File: src/rtl/pipe_ctrl.sv
// Pipeline controller: merges stage stall requests, sequences multi-cycle EX ops,
// and converts exceptions into a registered flush pulse with a redirect PC.
module pipe_ctrl #(
    parameter int CNT_W      = 6,
    parameter int FLUSH_HOLD = 1,
    parameter int ADDR_W     = 32
) (
    input  logic              clk,
    input  logic              rst,
    input  logic              stallreq_if,
    input  logic              stallreq_id,
    input  logic              stallreq_ex,
    input  logic              stallreq_mem,
    input  logic              mc_start,
    input  logic [CNT_W-1:0]  mc_cycles,
    input  logic              exception_i,
    input  logic [ADDR_W-1:0] new_pc_i,
    output logic [5:0]        stall,
    output logic              mc_done,
    output logic              mc_abort,
    output logic              flush,
    output logic [ADDR_W-1:0] new_pc,
    output logic [31:0]       stall_cycles
);

    localparam int HOLD_W = (FLUSH_HOLD > 1) ? $clog2(FLUSH_HOLD) : 1;
    localparam logic [HOLD_W-1:0] HOLD_LAST = HOLD_W'(FLUSH_HOLD - 1);

    localparam logic [5:0] CODE_IF  = 6'b000011;
    localparam logic [5:0] CODE_ID  = 6'b000111;
    localparam logic [5:0] CODE_EX  = 6'b001111;
    localparam logic [5:0] CODE_MEM = 6'b011111;

    typedef enum logic [1:0] {RUN, MC_BUSY, FLUSH} state_t;

    state_t              state_q, state_d;
    logic [CNT_W-1:0]    cnt_q, cnt_d;
    logic [HOLD_W-1:0]   hold_q, hold_d;
    logic [ADDR_W-1:0]   pc_q, pc_d;
    logic [31:0]         stall_cycles_q, stall_cycles_d;

    logic [5:0]          req_code;
    logic [5:0]          stall_c;
    logic                done_c;
    logic                abort_c;
    logic [CNT_W-1:0]    n_eff;

    function automatic logic [31:0] sat_inc(input logic [31:0] v);
        return (v == 32'hFFFF_FFFF) ? v : v + 32'd1;
    endfunction

    always_comb begin
        req_code = 6'b0;
        if (stallreq_if)  req_code = req_code | CODE_IF;
        if (stallreq_id)  req_code = req_code | CODE_ID;
        if (stallreq_ex)  req_code = req_code | CODE_EX;
        if (stallreq_mem) req_code = req_code | CODE_MEM;
    end

    assign n_eff = (mc_cycles == '0) ? CNT_W'(1) : mc_cycles;

    always_comb begin
        state_d = state_q;
        cnt_d   = cnt_q;
        hold_d  = hold_q;
        pc_d    = pc_q;
        stall_c = req_code;
        done_c  = 1'b0;
        abort_c = 1'b0;
        case (state_q)
            RUN: begin
                if (exception_i) begin
                    stall_c = 6'b0;
                    pc_d    = new_pc_i;
                    hold_d  = HOLD_LAST;
                    state_d = FLUSH;
                end else if (mc_start) begin
                    stall_c = req_code | CODE_EX;
                    if (n_eff == CNT_W'(1)) begin
                        done_c = 1'b1;
                    end else begin
                        cnt_d   = n_eff - CNT_W'(1);
                        state_d = MC_BUSY;
                    end
                end
            end
            MC_BUSY: begin
                if (exception_i) begin
                    stall_c = 6'b0;
                    abort_c = 1'b1;
                    cnt_d   = '0;
                    pc_d    = new_pc_i;
                    hold_d  = HOLD_LAST;
                    state_d = FLUSH;
                end else begin
                    // cnt holds remaining stall cycles including this one
                    stall_c = req_code | CODE_EX;
                    cnt_d   = cnt_q - CNT_W'(1);
                    if (cnt_q == CNT_W'(1)) begin
                        done_c  = 1'b1;
                        state_d = RUN;
                    end
                end
            end
            FLUSH: begin
                stall_c = 6'b0;
                if (exception_i) begin
                    pc_d   = new_pc_i;
                    hold_d = HOLD_LAST;
                end else if (hold_q == '0) begin
                    state_d = RUN;
                end else begin
                    hold_d = hold_q - HOLD_W'(1);
                end
            end
            default: begin
                stall_c = 6'b0;
                state_d = RUN;
            end
        endcase
    end

    // Combinational outputs are held low while reset is asserted
    assign stall    = rst ? stall_c : 6'b0;
    assign mc_done  = rst & done_c;
    assign mc_abort = rst & abort_c;
    assign flush    = (state_q == FLUSH);
    assign new_pc   = pc_q;
    assign stall_cycles = stall_cycles_q;

    assign stall_cycles_d = stall[0] ? sat_inc(stall_cycles_q) : stall_cycles_q;

    always_ff @(posedge clk or negedge rst) begin
        if (!rst) begin
            state_q        <= RUN;
            cnt_q          <= '0;
            hold_q         <= '0;
            pc_q           <= '0;
            stall_cycles_q <= '0;
        end else begin
            state_q        <= state_d;
            cnt_q          <= cnt_d;
            hold_q         <= hold_d;
            pc_q           <= pc_d;
            stall_cycles_q <= stall_cycles_d;
        end
    end

endmodule

File: config.mk
export PLATFORM = sky130hd
export DESIGN_NAME = pipe_ctrl
export DESIGN_NICKNAME = d
export VERILOG_FILES = /design/src/rtl/pipe_ctrl.sv
export SDC_FILE = /design/constraint.sdc
export NUM_CORES = 1
export LEC_CHECK = 0
export CORE_UTILIZATION = 45
export DETAILED_ROUTE_END_ITERATION = 8
export PLACE_DENSITY_LB_ADDON = 0.1
export SETUP_SLACK_MARGIN = 0.05
export SLEW_MARGIN = 10
export SYNTH_ARGS = -nofsm -noshare
export SYNTH_HDL_FRONTEND = slang
export SYNTH_SLANG_ARGS = --single-unit
File: constraint.sdc
create_clock -name clk -period 5.65 [get_ports clk]
set_clock_uncertainty 0.1 [all_clocks]
set_input_delay 0.8475 -clock clk [delete_from_list [all_inputs] [get_ports clk]]
set_output_delay 0.8475 -clock clk [all_outputs]
set_load 0.01 [all_outputs]
Yosys cells after proc, flatten, opt, wreduce, memory -nomap -nowiden
Cells that the tools add are included.

word-level totals
  bits in registers = 73
  input port bits = 46
  output and inout bits = 73
  word-level logic and storage cells = 72

operators by class
  $add $sub $neg = 4
  eq/ne operators = 14
  muxes and demuxes = 35
  bitwise operators = 3
  reduce and logical (&&, ||, !) cells = 11

operators by type and width
  kind                     number
  $mux W6                  6
  $add A32 B1 Y32 const B  1
  $eq A32 B32 Y1 const B   1
  $pmux W6 S2              2
  $mux W2                  8
  $mux W5                  3
  $eq A6 B1 Y1 const B     2
  $sub A6 B1 Y6 const B    2
  $mux W1                  10
  $ne A2 B2 Y1 const B     5
  $ne A3 B3 Y1 const B     3
  $mux W4                  2
  $logic_not A6 Y1         1
  $pmux W2 S3              1
  $reduce_and A2 Y1        3
  $reduce_and A5 Y1        1
  $pmux W1 S2              2
  $reduce_and A4 Y1        1
  $reduce_bool A2 Y1       2
  $mux W3                  1
  $reduce_or A3 Y1         1
  $and A1 B1 Y1            2
  $eq A2 B1 Y1 const B     1
  $eq A2 B2 Y1 const B     1
  5 further kinds          5

Logic depth before layout (Yosys ltp)
  depth in word-level cells = 9
  depth in mapped cells = 9

Worst setup path after synthesis
Ideal clock, no wire load.

  kind = input port to output port
  from = in mc_start
  to = out stall[1]
  arrival = 2.159 ns
  setup slack = 2.543 ns
  stages = 4
  path buffers = 1
  path through = or4_1 o311ai_4 inv_1 buf_4

on the way
  cells in the longest elaborated chain, start to end = 4

RTL lines
  item             line  RTL
  start, declared  14    input logic mc_start,
  $mux W4          77    end else if (mc_start) begin
  $mux W5          72    if (exception_i) begin
  $pmux W6 S2      70    case (state_q)
  $mux W6          124   assign stall = rst ? stall_c : 6'b0;
  end, declared    18    output logic [5:0] stall,

No other way between the ends.

Worst setup path after layout
Ends and elaborated chain as after synthesis.

==> results.ini <==
[status]
run_status = complete, no violations

[sta]
rsz0062_at_grt = no
timing_max_transition_violations_final = 0
finalSetupViolations = 0
fin_setup_tns_ps = 0
finalHoldViolCount = 0
timing.final.crit_share_pct = 77.6
timing_worst_slew_pin_value_ps = 1110
post-route-min-period_ps = 4390
fmax_mhz = 228
timing.max_slew.rel_slack_pct = 25.7

[grt]
grt.total_usage_pct = 21.0
global_route.usage.met2_pct = 32.2
globalRoute.busiestLayer = met2
groute.layer.met1.usage_pct = 28.0
grt_max_degree = 52
gr-total-overflow = 0
grt_pass1_vias = 2561
number_of_antenna_violations_at_the_first_check_in_global_routing = 0
global_route_wire_length_before_repair_um = 12600
grt_util_met3_pct = 7.48

[power]
power_per_cell_area_nw_per_um2 = 282
power_leakage_uw = 0.00208
total_power_uw = 1390
share_clk_of_total_power_pct = 33.2
power.net_switching_uw = 360
power_report.internal_total_uw = 1030
irDropWorstVdd_mv = 0.167
sequential_power_share_pct = 45.5
switching_share_pct = 26.0
combinational_share_of_power_pct = 21.4

[worst_setup_path]
crit-reg2reg-capture = stall_cycles[1]
reg2reg_setup_slack_ps = 2770
timing.critical_path.to_type = output port
critical_path_peak_fanout = 19
timing.critical_path.arrival_ps = 3440
worst-r2r-cell-count = 5
r2r_start = state_q[0]
cp-start-kind = input port
cp.required_ps = 4700
critical_path_class = input port to output port

[routing]
post-route-drc-count = 0
routed-via-count = 2770
drt-total-wl_um = 7820
detailed_routing_iteration_count_for_the_pre_antenna_repair_pass = 4
ant_nets = 0
routedWlPerCell_um = 14.8
detail_route.iter0.violations = 88
drt-vias-per-instance = 5.26

[yosys]
post_synth_fa_ha_maj_area_fraction_pct = 1.83
synth_xor_area_share_pct = 7.93
fraction_of_registers_with_async_set_reset_pct = 100
synthDominantAreaCellType = dfrtp_1
synthSimpleGateAreaFrac_pct = 18.1
yosys.cell_types.count = 42
yosys_most_used_dff = dfrtp_1
largest_family_of_logic_cells_by_synthesized_area = simple AND/OR/NAND/NOR gates
synth-seq-area-share_pct = 52.6
syn-mean-instance-area_um2 = 11.2
synth_seq_cells = 72
synth_compound_area_share_pct = 5.26
synth_cells = 305
yosysWarningCount = 0
number_of_flops_mapped_to_enable_cells_by_yosys = 0
syn-cell-area_um2 = 3430
ys_top_cells_by_area = dfrtp_1 (53%), mux2_2 (11%), xor2_1 (6.6%)
yosys.area.top_type_share_pct = 52.6
syn_nets = 356
yosys-mux-area-fraction_pct = 11.5

[cells_and_area]
nFillCells = 583
antenna-diode-count = 0
final_common_cell = clkdlybuf4s50_1
num-nets-final = 474
drive_gt1_share_pct = 13.6
most-common-layout-cells = clkdlybuf4s50_1 (116), dfrtp_1 (72), mux2_2 (34), xor2_1 (26), nor2_1 (22)
flow.area_growth_from_synthesis_pct = 43.6

[die]
initial_core_util_pct = 47.0
die_area_um2 = 7970
ioPinCount = 119
die_width_um = 89.3
num_rows = 31
chipHeight_um = 89.3
core-area_um2 = 7290

[clocking]
postCtsSetupRepairBufs = 0
insertion_delay_of_the_later_clocked_pin_in_the_worst_skew_pair_ps = 340
clock_tree.root_cell = clkbuf_8
cts-root-to-sink-buffers = 2
numCtsBuffers = 9
clock_tree.htree_level_count = 3
cts_tree = done
cts.sinks = 72
clk_slew_on_worst_s_h_paths_ps = 80
ctsHoldBuffers = 0
cts_resized = 0

[placed_design]
port_buffers = 117
dp_hpwl_um = 5660
gp_congestion = 0.812

[job]
drv.max_cap_violation_count = 0

[min_path]
holdCritPathClass = input port to asynchronous set/reset pin

## worst max-delay path, cell delays in order
cell and delay [ps]:
clkdlybuf4s50_1 460, or4_1 620, o311ai_4 700, inv_1 260, clkdlybuf4s50_1 550
## area by class of cell
| class | count | area (um2) | share of cell area, % |
|---|---|---|---|
| tap | 99 | 124 | 2.52 |
| inverter | 10 | 37.5 | 0.763 |
| sequential | 72 | 1800 | 36.6 |
| clock buffer | 12 | 155 | 3.15 |
| timing repair buffer | 119 | 1180 | 24.1 |
| multi-input combinational | 211 | 1540 | 31.3 |
| clock inverter | 4 | 76.3 | 1.55 |
## sequential cells by signal, summed over array words and instances (netlist names)
name and flops:
new_pc 32, stall_cycles 32, cnt_q 6, state_q 2
## cells in the mapped netlist, types with 2 or more instances
| cell type | count |
|---|---|
| a21oi_1 | 8 |
| a22o_1 | 3 |
| a32o_1 | 2 |
| and3_1 | 5 |
| and4_1 | 3 |
| buf_2 | 3 |
| buf_4 | 2 |
| clkbuf_1 | 7 |
| dfrtp_1 | 72 |
| ha_1 | 5 |
| inv_1 | 10 |
| mux2_2 | 34 |
| nand2_1 | 20 |
| nand2b_1 | 2 |
| nand3_1 | 12 |
| nand4_1 | 6 |
| nor2_1 | 22 |
| nor2b_1 | 2 |
| nor3_1 | 17 |
| nor3b_1 | 2 |
| nor4_1 | 9 |
| o21ai_0 | 7 |
| or3_1 | 2 |
| or4_1 | 3 |
| xnor2_1 | 5 |
| xor2_1 | 26 |
## how the worst max path moves through the flow
stage	from	endpoint	slack, ps	cells past startpoint
floorplan	mc_start	stall[1]	2540	4
global placement	mc_start	stall[0]	1310	5
detailed placement	mc_start	stall[1]	1290	5
CTS	mc_start	stall[1]	1280	5
global route	mc_start	stall[0]	1150	5
finish	mc_start	stall[1]	1260	5
## logic make-up (layout without fill, tap and decap cells)
family          Yosys count  count (layout)
flops                    72              72
other cells               1               1
mux                      35              35
fa+ha+maj                 5               5
buf+inv                  22             145
compound gates           25              25
simple gates            114             114
xor+xnor                 31              31
## power groups by stage
| stage | combinational (uW) | clock [uW] | sequential, uW |
|---|---|---|---|
| floorplan | 102 | 0 | 655 |
| detailed placement | 299 | 0 | 639 |
| global route | 324 | 497 | 640 |
| CTS | 301 | 472 | 630 |
| global placement | 293 | 0 | 636 |
| finish | 296 | 460 | 630 |
## per-stage QoR
step / utilization [%] / hold slack, ps / instance area [um2] / setup WS [ps] / instances
6_report: 67.5 / 310 / 4920 / 1260 / 527
2_1_floorplan: - / 367 / 3430 / 2540 / 305
3_3_place_gp: 64.3 / 372 / 4690 / 1310 / 511
5_1_grt: 67.5 / 317 / 4920 / 1150 / 527
3_5_place_dp: 64.3 / 381 / 4690 / 1290 / 511
4_1_cts: 67.5 / 304 / 4920 / 1280 / 527
## per-layer routing
metal  wire [um]  vias up
met1        3510     1340
met2        3630       96
met5           0        -
met4          65        0
li1            -     1328
met3         609        6
(Power assumes the default switching activity.)
